--- src/rtl/operand_loader.sv ---
// operand_loader: stages A/B operands for the 64-lane MAC/NL demux.
// Collects BEAT_LANES-wide beats into full 64-lane vectors (with a 2-bit
// mode captured on beat 0) and presents each finished vector on a
// valid/ready output.
//
// Build option: define LOADER_DBUF_EN for ping-pong buffering (two vector
// buffers, so the next vector fills while one is held). Undefined gives a
// single buffer that refuses beats while its vector is waiting.
//
// Ports:
//   clk, rst_n             clock, async active-low reset
//   in_valid/in_ready      beat handshake
//   in_mode                vector mode, taken from beat 0 only
//   in_a, in_b             BEAT_LANES lanes of `MAC_BW each, lane j at [j*W +: W]
//   out_valid/out_ready    vector handshake
//   out_mode, out_a, out_b presented vector (read buffer contents)
//   beat_idx               index of the next beat to be written
`ifndef MAC_BW
`define MAC_BW 8
`endif

module operand_loader #(
  parameter  int BEAT_LANES = 8,
  localparam int BEATS      = 64 / BEAT_LANES,
  localparam int BIW        = (BEATS > 1) ? $clog2(BEATS) : 1
) (
  input  logic                           clk,
  input  logic                           rst_n,
  input  logic                           in_valid,
  output logic                           in_ready,
  input  logic [1:0]                     in_mode,
  input  logic [BEAT_LANES*`MAC_BW-1:0]  in_a,
  input  logic [BEAT_LANES*`MAC_BW-1:0]  in_b,
  output logic                           out_valid,
  input  logic                           out_ready,
  output logic [1:0]                     out_mode,
  output logic [`MAC_BW-1:0]             out_a [63:0],
  output logic [`MAC_BW-1:0]             out_b [63:0],
  output logic [BIW-1:0]                 beat_idx
);

  localparam int W = `MAC_BW;

  logic       in_fire, out_fire, first_beat, last_beat;
  logic [1:0] count;

  assign out_valid  = (count != 2'd0);
  assign in_fire    = in_valid && in_ready;
  assign out_fire   = out_valid && out_ready;
  assign first_beat = (beat_idx == '0);
  assign last_beat  = (beat_idx == BIW'(BEATS - 1));

`ifdef LOADER_DBUF_EN
  // in_ready depends only on the registered occupancy, never on out_ready.
  logic       wr_ptr, rd_ptr;
  logic [1:0] mode_q [2];

  assign in_ready = (count < 2'd2);
  assign out_mode = mode_q[rd_ptr];
`else
  logic [1:0] mode_q;

  assign in_ready = (count == 2'd0);
  assign out_mode = mode_q;
`endif

  // Beat counter, occupancy and buffer pointers.
  always_ff @(posedge clk or negedge rst_n) begin
    if (!rst_n) begin
      beat_idx <= '0;
      count    <= 2'd0;
`ifdef LOADER_DBUF_EN
      wr_ptr   <= 1'b0;
      rd_ptr   <= 1'b0;
`endif
    end else begin
      if (in_fire)
        beat_idx <= last_beat ? '0 : beat_idx + 1'b1;
      // Completing a vector and handing one off in the same cycle cancel.
      count <= count + {1'b0, in_fire && last_beat} - {1'b0, out_fire};
`ifdef LOADER_DBUF_EN
      if (in_fire && last_beat) wr_ptr <= ~wr_ptr;
      if (out_fire)             rd_ptr <= ~rd_ptr;
`endif
    end
  end

  // Mode is captured with the first beat of each vector.
  always_ff @(posedge clk or negedge rst_n) begin
    if (!rst_n) begin
`ifdef LOADER_DBUF_EN
      mode_q[0] <= 2'd0;
      mode_q[1] <= 2'd0;
`else
      mode_q    <= 2'd0;
`endif
    end else if (in_fire && first_beat) begin
`ifdef LOADER_DBUF_EN
      mode_q[wr_ptr] <= in_mode;
`else
      mode_q         <= in_mode;
`endif
    end
  end

  // Per-lane storage: vector lane i is loaded by beat i/BEAT_LANES from
  // input lane i%BEAT_LANES. Contents persist after hand-off.
  for (genvar i = 0; i < 64; i++) begin : g_lane
    localparam int K = i / BEAT_LANES;
    localparam int J = i % BEAT_LANES;

    logic wr;
    assign wr = in_fire && (beat_idx == BIW'(K));

`ifdef LOADER_DBUF_EN
    logic [W-1:0] a_q [2];
    logic [W-1:0] b_q [2];

    always_ff @(posedge clk or negedge rst_n) begin
      if (!rst_n) begin
        a_q[0] <= '0;
        a_q[1] <= '0;
        b_q[0] <= '0;
        b_q[1] <= '0;
      end else if (wr) begin
        a_q[wr_ptr] <= in_a[J*W +: W];
        b_q[wr_ptr] <= in_b[J*W +: W];
      end
    end

    assign out_a[i] = a_q[rd_ptr];
    assign out_b[i] = b_q[rd_ptr];
`else
    logic [W-1:0] a_q;
    logic [W-1:0] b_q;

    always_ff @(posedge clk or negedge rst_n) begin
      if (!rst_n) begin
        a_q <= '0;
        b_q <= '0;
      end else if (wr) begin
        a_q <= in_a[J*W +: W];
        b_q <= in_b[J*W +: W];
      end
    end

    assign out_a[i] = a_q;
    assign out_b[i] = b_q;
`endif
  end

endmodule
--- config.mk ---
export PLATFORM = sky130hd
export DESIGN_NAME = operand_loader
export DESIGN_NICKNAME = d
export VERILOG_FILES = /design/src/rtl/operand_loader.sv
export SDC_FILE = /design/constraint.sdc
export NUM_CORES = 1
export LEC_CHECK = 0
export BUFFER_PORTS_ARGS = -buffer_cell sky130_fd_sc_hd__buf_2
export CELL_PAD_IN_SITES_DETAIL_PLACEMENT = 0
export CELL_PAD_IN_SITES_GLOBAL_PLACEMENT = 2
export CORE_AREA = 8 8 447 449
export DETAILED_ROUTE_END_ITERATION = 10
export DIE_AREA = 0 0 455 457
export GPL_ROUTABILITY_DRIVEN = 0
export PLACE_DENSITY_LB_ADDON = 0.1
export SYNTH_ARGS = -nofsm -noshare
export SYNTH_HDL_FRONTEND = slang
export SYNTH_SLANG_ARGS = --single-unit
--- constraint.sdc ---
create_clock -name clk -period 4.7 [get_ports clk]
set_input_delay 0.94 -clock clk [delete_from_list [all_inputs] [get_ports clk]]
set_output_delay 0.94 -clock clk [all_outputs]
set_load 0.01 [all_outputs]
# Yosys cells after proc, flatten, opt, wreduce, memory -nomap -nowiden
# Index checks and enable logic that the tools add are counted.
# W data, S select, Z words.
dict set report op_classes {
  addsub 3
  eq_ne 7
  muxes 1
  reduce_logical 13
}
# operator n
set op_table {}
lappend op_table {{$eq A3 B3 Y1 const B} 4}
lappend op_table {{$logic_and A1 B1 Y1} 10}
lappend op_table {{$eq A3 B2 Y1 const B} 2}
lappend op_table {{$add A3 B1 Y3 const B} 1}
lappend op_table {{$eq A3 B1 Y1 const B} 1}
lappend op_table {{$logic_not A3 Y1} 1}
lappend op_table {{$mux W3} 1}
lappend op_table {{$add A2 B1 Y2} 1}
lappend op_table {{$logic_not A2 Y1} 1}
lappend op_table {{$reduce_bool A2 Y1} 1}
lappend op_table {{$sub A2 B1 Y2} 1}
dict set report word_totals {
  reg_bits 1031
  input_bits 134
  out_inout_bits 1031
  wordCells 155
}

# Depth between registers and ports, before layout
dict set report depth {
  depth_word 5
  depth_mapped 12
  depth_no_buf 9
}

# Worst setup path before layout
# OpenSTA, ideal clock, no wires.
dict set report synth_path {
  path_kind {input port to flip-flop}
  from {in in_valid}
  to {reg count[1]}
  setup_time_ns 0.127
  t_arrival_ns 2.281
  required_ns 4.573
  path_slack_ns 2.292
  path_stages 10
  cell_sequence {and3_4 > buf_12 > inv_4 > buf_12 > buf_12 > ha_1 > inv_1 > ha_1 > xnor2_1 > xnor2_1}
}
dict set report synth_via {
  elab_chain_len 4
}
# element line
set synth_rtl {}
lappend synth_rtl {{start: declaration} 29} ;# input logic in_valid,
lappend synth_rtl {{$logic_and A1 B1 Y1} 48} ;# assign in_fire = in_valid && in_ready;
lappend synth_rtl {{$logic_and A1 B1 Y1} 80} ;# count <= count + {1'b0, in_fire && last_beat} - {1'b0, out_fire};
lappend synth_rtl {{$add A2 B1 Y2} 80}
lappend synth_rtl {{$sub A2 B1 Y2} 80}
lappend synth_rtl {{end signal: assignment} 80}
lappend synth_rtl {{end: declaration} 45} ;# logic [1:0] count;
# No other way between the ends.
# A chain may end at the register's enable or synchronous reset.

# Worst setup path in the final report
dict set report layout_path {
  from {reg beat_idx[0]}
  to {reg g_lane[62].b_q[0]}
}
dict set report layout_via {
  elab_chain_len 2
}
# element line
set layout_rtl {}
lappend layout_rtl {{start: declaration} 39} ;# output logic [BIW-1:0] beat_idx
lappend layout_rtl {{start signal: assignment} 78} ;# beat_idx <= last_beat ? '0 : beat_idx + 1'b1;
lappend layout_rtl {{$eq A3 B3 Y1} 113} ;# assign wr = in_fire && (beat_idx == BIW'(K));
lappend layout_rtl {{$logic_and A1 B1 Y1} 113}
lappend layout_rtl {{end signal: assignment} 143} ;# b_q <= in_b[J*W +: W];
lappend layout_rtl {{end: declaration} 135} ;# logic [W-1:0] b_q;
# No other way between the ends.

==> qor.yml <==
dp_hpwl_mm: 126.2
synth_area_leader_cell: "dfrtp_1"
hold_violations: 0
final.setup.tns_ns: 0
initial_utilization_pct: 20.17
power.density_mw_per_mm2: 753.4
antenna_found_initial: 24
postCtsHoldBufs: 0
min_period_over_period_pct: 65.55
via_per_inst: 4.001
final-setup-viol-count: 0
drcViolationCount: 0
port_buffers: 1164
endpoint_kind: "register"
ir_drop_uv: 293.2
area_growth_pct: 33.79
fill_cells: 20210
start_kind: "register"
grt_setup_unrepaired: "false"
clkTransAtPathRegs_ns: 0.06
drtPass1Iterations: 4
drv_cap: 0
grt_pass1_wl_mm: 238.1
htreeDepth: 4
postLayoutCoreUtil_pct: 26.99
synth_top_area_share_pct: 66.21
ctsResizeCount: 0
drtAntennaViolNets: 0
grt-ovfl-total: 0
ys_seq_area_share_pct: 66.21
io-pin-count: 1165
post_cts_buffers: 0
core_mm2: 0.1932
leakage_nw: 26.92
outcome: "finished, final reports clean"
wl_per_cell_um: 28.71
fp.dieH_um: 457
crit_path_max_fanout: 69
regArea_mm2: 0.02580
num_rows: 162
hold_class: "primary input to asynchronous set/reset pin"
cts_tree: "yes"
clock_path_buffers: 3
nets: 3583
syn_area_per_cell_um2: 17.67
max_freq_ghz: 0.3246
clock_sinks: 1031
worst_slew_pin_slew_ns: 1.151
cp.required_ns: 5.35
timing.slew.headroom_pct: 23.28
drv_slew: 0
netlist_top_cells_area: "dfrtp_1, mux2_2, mux2_4"
r2r_slack_ns: 1.62
die_w_um: 455
cts_buffers: 135
grt_use_total_pct: 16.30
netlist_instances: 2205
synth.net_count: 2347
crit_type: "register to register"
syn_area_mm2: 0.03897
dr_total_vias: 24400
drive_above_1_share_pct: 68.80
grt_max_degree: 95
layout_common_cells: "buf_2, dfrtp_1, mux2_2"
multi_input_comb_area_mm2: 0.01221
drt_iter0_markers: 902
arrival_ns: 3.73
layout.cells.most_common: "buf_2"
skew_ns: 0.02491
ys_ff_latch: 1031
finalCriticalPeriod_ns: 3.081
routed_wl_mm: 175.1
clock-root-buffer: "clkbuf_16"
grt_pass1_vias: 26060
ys_warn_count: 0
die_area_mm2: 0.2079
clock_latency_ns: 0.79
yosysUniqueCellTypes: 27
power by group:
group | internal (W) | switching (W) | total, W
logic | 0.00617 | 0.00788 | 0.0140
clock network | 0.00615 | 0.00424 | 0.0104
registers | 0.0129 | 0.00196 | 0.0148
total | 0.0252 | 0.0141 | 0.0393
kinds of logic after synthesis:
| group | share of synthesized area [%] |
|---|---|
| DFF | 66.21 |
| muxes | 30.60 |
| buffers and inverters | 2.530 |
| and+or+nand+nor | 0.3082 |
| adders and majority gates | 0.2569 |
| AOI/OAI and AO/OA | 0.04496 |
| xor gates and xnor gates | 0.04496 |
Yosys cell counts:
master and number:
ha_1 8, mux2_1 7, o21ai_0 2, nor2_1 1
inv_4 1, or2_1 1, mux2_2 920, inv_1 5
nand2b_1 1, nor2_4 1, mux2_4 99, buf_4 13
and3_4 1, buf_6 30, nand4bb_1 1, or3b_1 1
a21o_1 1, buf_2 57, xnor2_1 2, dfrtp_1 1031
nor4b_2 1, buf_12 12, and3_1 1, nor3_1 1
nand2_1 4, and2b_1 1, nand4_1 2
area by class of cell:
cell class / count / share of cell area, %
diodes: 11 / 0.05280
clock buffers: 209 / 7.668
clock inverters: 32 / 0.8280
inverters: 6 / 0.06720
multi-input cells: 1056 / 23.42
flip-flops and latches: 1031 / 49.49
well taps: 2542 / 6.101
repair buffers: 1211 / 12.37
state kept, by name, summed over array words and instances (netlist names):
signal,cells
g_lane.b_q,512
beat_idx,3
out_mode,2
count,2
g_lane.a_q,512
per-layer routing:
layer / vias up / GRT usage [%] / share of wire (%)
li1: 10360 / - / -
met1: 12960 / 18.63 / 39
met2: 882 / 27.62 / 49
met3: 196 / 6.718 / 9.4
met4: 2 / 5.238 / 3.1
met5: - / 0 / 0.011
path summary, 6_finish.rpt:
path | start | end | cells after the start
min in group clk | in_mode[0] | out_mode[0] | 2
max in group asynchronous | rst_n | g_lane[27].b_q[6] | 2
worst max register to register | beat_idx[0] | g_lane[62].b_q[0] | 6
worst min register to register | g_lane[16].b_q[2] | g_lane[16].b_q[2] | 1
worst max-delay path | beat_idx[0] | g_lane[62].b_q[0] | 6
worst min-delay path | rst_n | g_lane[14].a_q[7] | 1
critical path: stages (launching register included):
cell and delay (ns):
dfrtp_1 0.46, ha_1 0.22, ha_1 0.19, and3_4 0.34, clkinv_8 0.32, buf_12 0.37
mux2_4 0.52
per-stage QoR:
stage / instance area, um^2 / hold slack [ns] / power [W] / setup slack (ns) / std cells
2_1_floorplan: 38970 / 0.5344 / 0.02118 / 2.292 / 2205
3_3_place_gp: 47680 / 0.4717 / 0.02939 / 1.512 / 5846
3_5_place_dp: 47680 / 0.4755 / 0.02948 / 1.455 / 5846
4_1_cts: 52110 / 0.1902 / 0.04024 / 1.808 / 6087
5_1_grt: 52120 / 0.1581 / 0.04151 / 1.577 / 6094
6_report: 52130 / 0.1347 / 0.03928 / 1.619 / 6098
Power figures use the tool's default switching activity.
